File: config.mk
export PLATFORM = sky130hd
export DESIGN_NAME = sdram_req_queue_flat
export DESIGN_NICKNAME = d
export VERILOG_FILES = /design/src/rtl/sdram_pkg.sv /design/src/rtl/sdram_core_if.sv /design/src/rtl/sdram_sync_fifo.sv /design/src/rtl/sdram_req_queue.sv /design/src/flat_wrapper.sv
export SDC_FILE = /design/constraint.sdc
export NUM_CORES = 1
export LEC_CHECK = 0
export ABC_AREA = 1
export CORE_MARGIN = 3
export CORE_UTILIZATION = 31
export DETAILED_ROUTE_END_ITERATION = 16
export GPL_ROUTABILITY_DRIVEN = 0
export PLACE_DENSITY_LB_ADDON = 0.05
export SYNTH_ARGS = -nofsm -noshare
export SYNTH_HDL_FRONTEND = slang
export SYNTH_SLANG_ARGS = --single-unit
export TNS_END_PERCENT = 20
File: constraint.sdc
create_clock -name clk -period 5.75 [get_ports clk]
set_clock_uncertainty 0.15 [all_clocks]
set_input_delay 0.575 -clock clk [delete_from_list [all_inputs] [get_ports clk]]
set_output_delay 0.575 -clock clk [all_outputs]
set_load 0.1 [all_outputs]
File: src/rtl/sdram_pkg.sv
// Shared widths, queue FSM states and the FIFO entry layout for the SDRAM request path.
package sdram_pkg;

    localparam int SDRAM_ADDR_W = 24;
    localparam int SDRAM_DATA_W = 16;
    localparam int SDRAM_MASK_W = SDRAM_DATA_W / 8;

    typedef enum logic [1:0] {
        IDLE,
        ISSUE,
        WAIT
    } sdram_state_t;

    // wr is forced to 0 for reads so a stored entry is never both
    typedef struct packed {
        logic                    rd;
        logic [SDRAM_MASK_W-1:0] wr;
        logic [SDRAM_ADDR_W-1:0] addr;
        logic [SDRAM_DATA_W-1:0] wdata;
    } sdram_entry_t;

endpackage

File: src/rtl/sdram_core_if.sv
// Manager/subordinate handshake between a request queue and one SDRAM arbiter port.
interface sdram_core_if #(
    parameter int ADDR_W = 24,
    parameter int DATA_W = 16,
    parameter int MASK_W = DATA_W / 8
);
    logic              rd;
    logic [MASK_W-1:0] wr;
    logic [ADDR_W-1:0] addr;
    logic [DATA_W-1:0] write_data;
    logic              accept;
    logic              ack;
    logic              error;
    logic [DATA_W-1:0] read_data;

    modport man (
        output rd, wr, addr, write_data,
        input  accept, ack, error, read_data
    );

    modport sub (
        input  rd, wr, addr, write_data,
        output accept, ack, error, read_data
    );
endinterface

File: src/rtl/sdram_sync_fifo.sv
// Generic DEPTH-entry register FIFO with a combinational head; DEPTH must be a power of two.
module sdram_sync_fifo #(
    parameter int WIDTH = 8,
    parameter int DEPTH = 4
) (
    input  logic                       clk,
    input  logic                       srst,
    input  logic                       push_i,
    input  logic [WIDTH-1:0]           push_data_i,
    input  logic                       pop_i,
    output logic [WIDTH-1:0]           head_o,
    output logic                       full_o,
    output logic                       empty_o,
    output logic [$clog2(DEPTH):0]     count_o
);
    localparam int PTR_W = $clog2(DEPTH);

    logic [PTR_W-1:0] wr_ptr_q, rd_ptr_q;
    logic [PTR_W:0]   count_q;
    logic [WIDTH-1:0] entry_rd [DEPTH];
    logic             do_push, do_pop;

    assign full_o  = (count_q == (PTR_W+1)'(DEPTH));
    assign empty_o = (count_q == '0);
    assign count_o = count_q;
    assign do_push = push_i && !full_o;
    assign do_pop  = pop_i && !empty_o;
    assign head_o  = entry_rd[rd_ptr_q];

    generate
        for (genvar gi = 0; gi < DEPTH; gi++) begin : g_entry
            logic [WIDTH-1:0] entry_q;
            always_ff @(posedge clk) begin
                if (srst) begin
                    entry_q <= '0;
                end else if (do_push && (wr_ptr_q == PTR_W'(gi))) begin
                    entry_q <= push_data_i;
                end
            end
            assign entry_rd[gi] = entry_q;
        end
    endgenerate

    // pointers wrap naturally because DEPTH is a power of two
    always_ff @(posedge clk) begin
        if (srst) begin
            wr_ptr_q <= '0;
            rd_ptr_q <= '0;
            count_q  <= '0;
        end else begin
            if (do_push) wr_ptr_q <= wr_ptr_q + 1'b1;
            if (do_pop)  rd_ptr_q <= rd_ptr_q + 1'b1;
            case ({do_push, do_pop})
                2'b10:   count_q <= count_q + 1'b1;
                2'b01:   count_q <= count_q - 1'b1;
                default: count_q <= count_q;
            endcase
        end
    end

endmodule

File: src/rtl/sdram_req_queue.sv
// Client request queue driving one SDRAM arbiter port, one transaction in flight at a time.
// Optional watchdog enabled by defining SDRAM_REQ_TIMEOUT_EN.
module sdram_req_queue
    import sdram_pkg::*;
#(
    parameter int ADDR_W  = SDRAM_ADDR_W,
    parameter int DATA_W  = SDRAM_DATA_W,
    parameter int MASK_W  = DATA_W / 8,
    parameter int DEPTH   = 4,
    parameter int TIMEOUT = 255
) (
    input  logic              clk,
    input  logic              rst,
    input  logic              req_valid,
    output logic              req_ready,
    input  logic              req_rd,
    input  logic [MASK_W-1:0] req_wr,
    input  logic [ADDR_W-1:0] req_addr,
    input  logic [DATA_W-1:0] req_wdata,
    output logic              rsp_valid,
    output logic              rsp_rd,
    output logic              rsp_err,
    output logic [DATA_W-1:0] rsp_rdata,
    sdram_core_if.man         core_if
);
    localparam int ENTRY_W = $bits(sdram_entry_t);

    sdram_state_t         state_q, state_d;
    sdram_entry_t         push_entry, head_entry;
    logic [ENTRY_W-1:0]   head_bits;
    logic                 fifo_full, fifo_empty, push, issuing, timeout_hit;
    logic [$clog2(DEPTH):0] fifo_level_unused;
    logic                 complete, fail;
    logic [DATA_W-1:0]    rdata_cap;
    logic                 rsp_valid_q, rsp_rd_q, rsp_err_q;
    logic [DATA_W-1:0]    rsp_rdata_q;

    assign req_ready = !fifo_full;
    assign push      = req_valid && req_ready && (req_rd || (|req_wr));

    always_comb begin
        push_entry.rd    = req_rd;
        push_entry.wr    = req_rd ? '0 : req_wr;
        push_entry.addr  = req_addr;
        push_entry.wdata = req_rd ? '0 : req_wdata;
    end

    sdram_sync_fifo #(
        .WIDTH (ENTRY_W),
        .DEPTH (DEPTH)
    ) u_fifo (
        .clk         (clk),
        .srst        (rst),
        .push_i      (push),
        .push_data_i (push_entry),
        .pop_i       (complete),
        .head_o      (head_bits),
        .full_o      (fifo_full),
        .empty_o     (fifo_empty),
        .count_o     (fifo_level_unused)
    );

    assign head_entry = sdram_entry_t'(head_bits);

    assign issuing            = (state_q == ISSUE);
    assign core_if.rd         = issuing && head_entry.rd;
    assign core_if.wr         = issuing ? head_entry.wr    : '0;
    assign core_if.addr       = issuing ? head_entry.addr  : '0;
    assign core_if.write_data = issuing ? head_entry.wdata : '0;

`ifdef SDRAM_REQ_TIMEOUT_EN
    localparam int TO_W = $clog2(TIMEOUT + 1);
    logic [TO_W-1:0] to_cnt_q, to_cnt_d;

    // held at zero in IDLE, so the count restarts on every entry to ISSUE
    assign to_cnt_d    = (state_q == IDLE) ? '0 : to_cnt_q + 1'b1;
    assign timeout_hit = (state_q != IDLE) && (to_cnt_q == TO_W'(TIMEOUT - 1));

    always_ff @(posedge clk) begin
        if (rst) to_cnt_q <= '0;
        else     to_cnt_q <= to_cnt_d;
    end
`else
    logic timeout_unused;
    assign timeout_unused = (TIMEOUT != 0);
    assign timeout_hit    = 1'b0;
`endif

    always_comb begin
        state_d   = state_q;
        complete  = 1'b0;
        fail      = 1'b0;
        rdata_cap = '0;
        unique case (state_q)
            IDLE: begin
                if (!fifo_empty) state_d = ISSUE;
            end
            ISSUE: begin
                if (core_if.error) begin
                    complete = 1'b1;
                    fail     = 1'b1;
                end else if (core_if.accept && core_if.ack) begin
                    complete  = 1'b1;
                    rdata_cap = head_entry.rd ? core_if.read_data : '0;
                end else if (timeout_hit) begin
                    complete = 1'b1;
                    fail     = 1'b1;
                end else if (core_if.accept) begin
                    state_d = WAIT;
                end
            end
            WAIT: begin
                if (core_if.error || (timeout_hit && !core_if.ack)) begin
                    complete = 1'b1;
                    fail     = 1'b1;
                end else if (core_if.ack) begin
                    complete  = 1'b1;
                    rdata_cap = head_entry.rd ? core_if.read_data : '0;
                end
            end
            default: state_d = IDLE;
        endcase
        if (complete) state_d = IDLE;
    end

    always_ff @(posedge clk) begin
        if (rst) begin
            state_q     <= IDLE;
            rsp_valid_q <= 1'b0;
            rsp_rd_q    <= 1'b0;
            rsp_err_q   <= 1'b0;
            rsp_rdata_q <= '0;
        end else begin
            state_q     <= state_d;
            rsp_valid_q <= complete;
            rsp_rd_q    <= complete && head_entry.rd;
            rsp_err_q   <= fail;
            rsp_rdata_q <= rdata_cap;
        end
    end

    assign rsp_valid = rsp_valid_q;
    assign rsp_rd    = rsp_rd_q;
    assign rsp_err   = rsp_err_q;
    assign rsp_rdata = rsp_rdata_q;

endmodule

File: src/flat_wrapper.sv
// flat-port wrapper written by rule: the top's interface ports become plain ports
module sdram_req_queue_flat import sdram_pkg::*;
#(
    parameter int ADDR_W  = SDRAM_ADDR_W,
    parameter int DATA_W  = SDRAM_DATA_W,
    parameter int MASK_W  = DATA_W / 8,
    parameter int DEPTH   = 4,
    parameter int TIMEOUT = 255
)
  (clk, rst, req_valid, req_ready, req_rd, req_wr, req_addr, req_wdata, rsp_valid, rsp_rd, rsp_err, rsp_rdata, core_if_rd, core_if_wr, core_if_addr, core_if_write_data, core_if_accept, core_if_ack, core_if_error, core_if_read_data);
  sdram_core_if #(.ADDR_W(ADDR_W), .DATA_W(DATA_W), .MASK_W(MASK_W)) core_if_i ();
  input  logic clk;
  input  logic rst;
  input  logic req_valid;
  output logic req_ready;
  input  logic req_rd;
  input  logic [MASK_W-1:0] req_wr;
  input  logic [ADDR_W-1:0] req_addr;
  input  logic [DATA_W-1:0] req_wdata;
  output logic rsp_valid;
  output logic rsp_rd;
  output logic rsp_err;
  output logic [DATA_W-1:0] rsp_rdata;
  output wire logic [$bits(core_if_i.rd)-1:0] core_if_rd;
  output wire logic [$bits(core_if_i.wr)-1:0] core_if_wr;
  output wire logic [$bits(core_if_i.addr)-1:0] core_if_addr;
  output wire logic [$bits(core_if_i.write_data)-1:0] core_if_write_data;
  input wire logic [$bits(core_if_i.accept)-1:0] core_if_accept;
  input wire logic [$bits(core_if_i.ack)-1:0] core_if_ack;
  input wire logic [$bits(core_if_i.error)-1:0] core_if_error;
  input wire logic [$bits(core_if_i.read_data)-1:0] core_if_read_data;
  assign core_if_rd = core_if_i.rd;
  assign core_if_wr = core_if_i.wr;
  assign core_if_addr = core_if_i.addr;
  assign core_if_write_data = core_if_i.write_data;
  assign core_if_i.accept = core_if_accept;
  assign core_if_i.ack = core_if_ack;
  assign core_if_i.error = core_if_error;
  assign core_if_i.read_data = core_if_read_data;
  sdram_req_queue #(.ADDR_W(ADDR_W), .DATA_W(DATA_W), .MASK_W(MASK_W), .DEPTH(DEPTH), .TIMEOUT(TIMEOUT)) u_core (.clk(clk), .rst(rst), .req_valid(req_valid), .req_ready(req_ready), .req_rd(req_rd), .req_wr(req_wr), .req_addr(req_addr), .req_wdata(req_wdata), .rsp_valid(rsp_valid), .rsp_rd(rsp_rd), .rsp_err(rsp_err), .rsp_rdata(rsp_rdata), .core_if(core_if_i));
endmodule
==> results.toml <==
[status]
outcome = "completed"

[hold_path]
min_to = "u_core.u_fifo.g_entry[1].entry_q[13]"
min_from = "u_core.u_fifo.g_entry[1].entry_q[13]"
hold_path.class = "flop to flop"
whs_path_depth = 2

[critical_path]
r2r_start = "u_core.u_fifo.wr_ptr_q[0]"
cpMaxStageDelayCell = "clkdlybuf4s50_1"
crit_fanout = 51
endpoint_kind = "primary output"
reg2reg_slack_ns = 2.96
worst_setup_path_start_kind = "flop"
rr_worst_depth = 6
crit_chain = "inv_2, nand2_1, nand3_1, nand2_1, nor2_1, clkdlybuf4s50_1"
cp_top_family = "buffers and inverters"
cp.arrival_ns = 3.73
slowest_delay_ns = 1.15
crit_type = "flop to primary output"
cp_num_buf_inv = 2
worstPathRequired_ns = 5.03
cp_common_cell = "nand2_1"
r2r-end = "u_core.u_fifo.g_entry[2].entry_q[9]"

[final_layout]
area_growth_pct = 19.5
nFillCells = 3334
most-common-layout-cells = "488 x nor2_1, 258 x nand2_1, 198 x dfxtp_1"
postLayoutCellArea_um2 = 11700
n_antenna_cell = 0
final_cell_count_no_fill = 1960
final_common_cell = "nor2_1"
drive_gt1_share_pct = 4.16
nets = 1628

[cts]
root_buffer = "clkbuf_16"
cts.sinks = 200
clk_latency_ns = 0.44
cts_resized = 0
cts_setup_buffers = 0
h-tree-depth = 4
clk_pin_slew_ns = 0.07
numCtsBuffers = 17
clk_path_buf_depth = 2
hold_buffers = 0
tritoncts = "yes"

[timing]
tightest_slew_ns = 1.19
slew_viol_final = 0
setup_viol = 0
min_period_ns = 4.46
setup_tns_ns = 0
slew-limit-headroom_pct = 20.2
rsz0062_at_grt = "false"
hold_viol = 0
timing.final.crit_share_pct = 77.5
fmax_mhz = 224

[placement]
hpwl_mm = 18.1
port_buffers = 127
placed_area_um2 = 11200
dpl.cell_count = 1929

[floorplan]
num_rows = 64
die_w_um = 184
io_pins = 128
core-area_um2 = 30900
start_util_pct = 31.7
die_area_um2 = 33800
fp.dieH_um = 184

[yosys]
ys_seq_area_share_pct = 40.8
synth_area_leaders = "dfxtp_1 41%, nor2_1 19%, nand2_1 9.9%"
synth_xor_area_share_pct = 0
synthesis.instances = 1513
synthMuxAreaShare_pct = 0
syn-num-nets = 1589
ys_ff_latch = 200
synth_fa_ha_area_share_pct = 1.48
yosys.cell_types.count = 23
synth_top_family_by_area = "simple AND/OR/NAND/NOR gates"
synth-simple-area-share_pct = 39.7
synth_top_area_share_pct = 40.8
synth_warnings = 0
synth.avg_cell_area_um2 = 6.48
synth-compound-area-share_pct = 8.21
yosys.area.top_type = "dfxtp_1"
syn_area_um2 = 9800

[pwr]
clkPwrFrac_pct = 27.7
comb_power_share_pct = 35.3
switching_share_pct = 42.1
p_seq_share_pct = 37.0
p_sw_w = 0.00180
cellPowerDensity_nw_per_um2 = 366
ir_worst_vdd_uv = 313
total_power_w = 0.00428
p_int_w = 0.00248
power_leakage_nw = 4.83

[routing]
antenna_left = 0
wl_per_cell_um = 16.5
drtIter0Drc = 684
vias_per_cell = 4.83
wl_mm = 32.4
vias = 9476
drtPass1Iterations = 7
drc = 0

[grt]
grt_usage_pct = 19.0
first_global_vias = 8984
grt_pass1_wl_mm = 51.3
grt-ovfl-total = 0
grt_antenna_before_repair = 0
grt_max_degree = 78

[flow_run]
drv_cap = 0
==> worst reg2reg max path: cells and delay by family, from the launching register on <==
family / cells / cell delay, ns
buffers and inverters: 2 / 0.30
AND/OR/NAND/NOR: 3 / 1.08
adder cells (fa/ha/maj): 1 / 0.86
flip-flops: 1 / 0.35
==> cell type report <==
class,instances,area (um^2),share of cell area (%)
multi-input combinational,1092,4880,41.7
tap,396,495,4.23
sequential,200,4010,34.2
timing repair buffer,142,1400,11.9
clock inverter,12,109,0.930
clock buffer,19,443,3.78
inverter,99,374,3.19
==> routing by layer <==
layer / wire (um) / GRT usage (%) / vias to the layer above
met4: 183 / 3.36 / 0
met1: 15800 / 26.4 / 4381
met2: 15300 / 32.2 / 173
li1: - / - / 4909
met5: 0 / 0 / -
met3: 1180 / 2.59 / 13
==> Yosys cell counts <==
cell,n
nor2_1,488
nand2_1,258
dfxtp_1,200
nand4_1,143
inv_1,96
o21ai_0,81
a21oi_1,69
buf_2,41
clkbuf_1,39
nand3_1,27
buf_1,22
buf_4,19
ha_1,10
o211ai_1,6
nor2_2,4
inv_2,2
nand2_2,2
a21oi_2,1
clkbuf_2,1
clkinv_1,1
fa_1,1
nand3_4,1
nor2_4,1
==> flip-flops by register name, indices dropped and copies added, names as in the netlist <==
register	cells
u_core.u_fifo.wr_ptr_q	2
u_core.rsp_err	1
u_core.rsp_rd	1
u_core.u_fifo.g_entry.entry_q	172
u_core.rsp_rdata	16
u_core.u_fifo.count_o	3
u_core.state_q	2
u_core.u_fifo.rd_ptr_q	2
u_core.rsp_valid	1
==> worst max path at each step <==
stage	slack, ns	startpoint	endpoint	cells past startpoint
after floorplan	2.47	u_core.u_fifo.rd_ptr_q[0]	core_if_write_data[12]	7
after global placement	1.77	u_core.u_fifo.rd_ptr_q[0]	core_if_rd	6
after detailed placement	1.74	u_core.u_fifo.rd_ptr_q[0]	core_if_rd	6
after CTS	1.25	u_core.u_fifo.rd_ptr_q[0]	core_if_rd	6
after global routing	1.0	u_core.u_fifo.rd_ptr_q[0]	core_if_rd	6
final	1.29	u_core.u_fifo.rd_ptr_q[0]	core_if_rd	6
==> through the flow <==
stage	hold WS, ns	worst slack, ns	utilization (%)
2_1_floorplan	0.299	2.47	-
3_3_place_gp	0.306	1.77	36.1
3_5_place_dp	0.316	1.74	36.1
4_1_cts	0.333	1.25	37.9
5_1_grt	0.348	0.995	37.9
6_report	0.329	1.29	37.9
==> power by group through the flow <==
stage,combinational (W),sequential [W],clock [W]
floorplan,0.00113,0.00161,0
global placement,0.00152,0.00162,0
detailed placement,0.00152,0.00162,0
CTS,0.00152,0.00158,0.00123
global route,0.00167,0.00160,0.00127
finish,0.00151,0.00158,0.00119
==> cells by family after synthesis <==
| kind of cell | after synthesis |
|---|---|
| adder cells (fa/ha/maj) | 11 |
| AO/OA/AOI/OAI | 157 |
| flip-flops | 200 |
| AND/OR/NAND/NOR | 924 |
| buffers and inverters | 221 |
(Power assumes the default switching activity.)
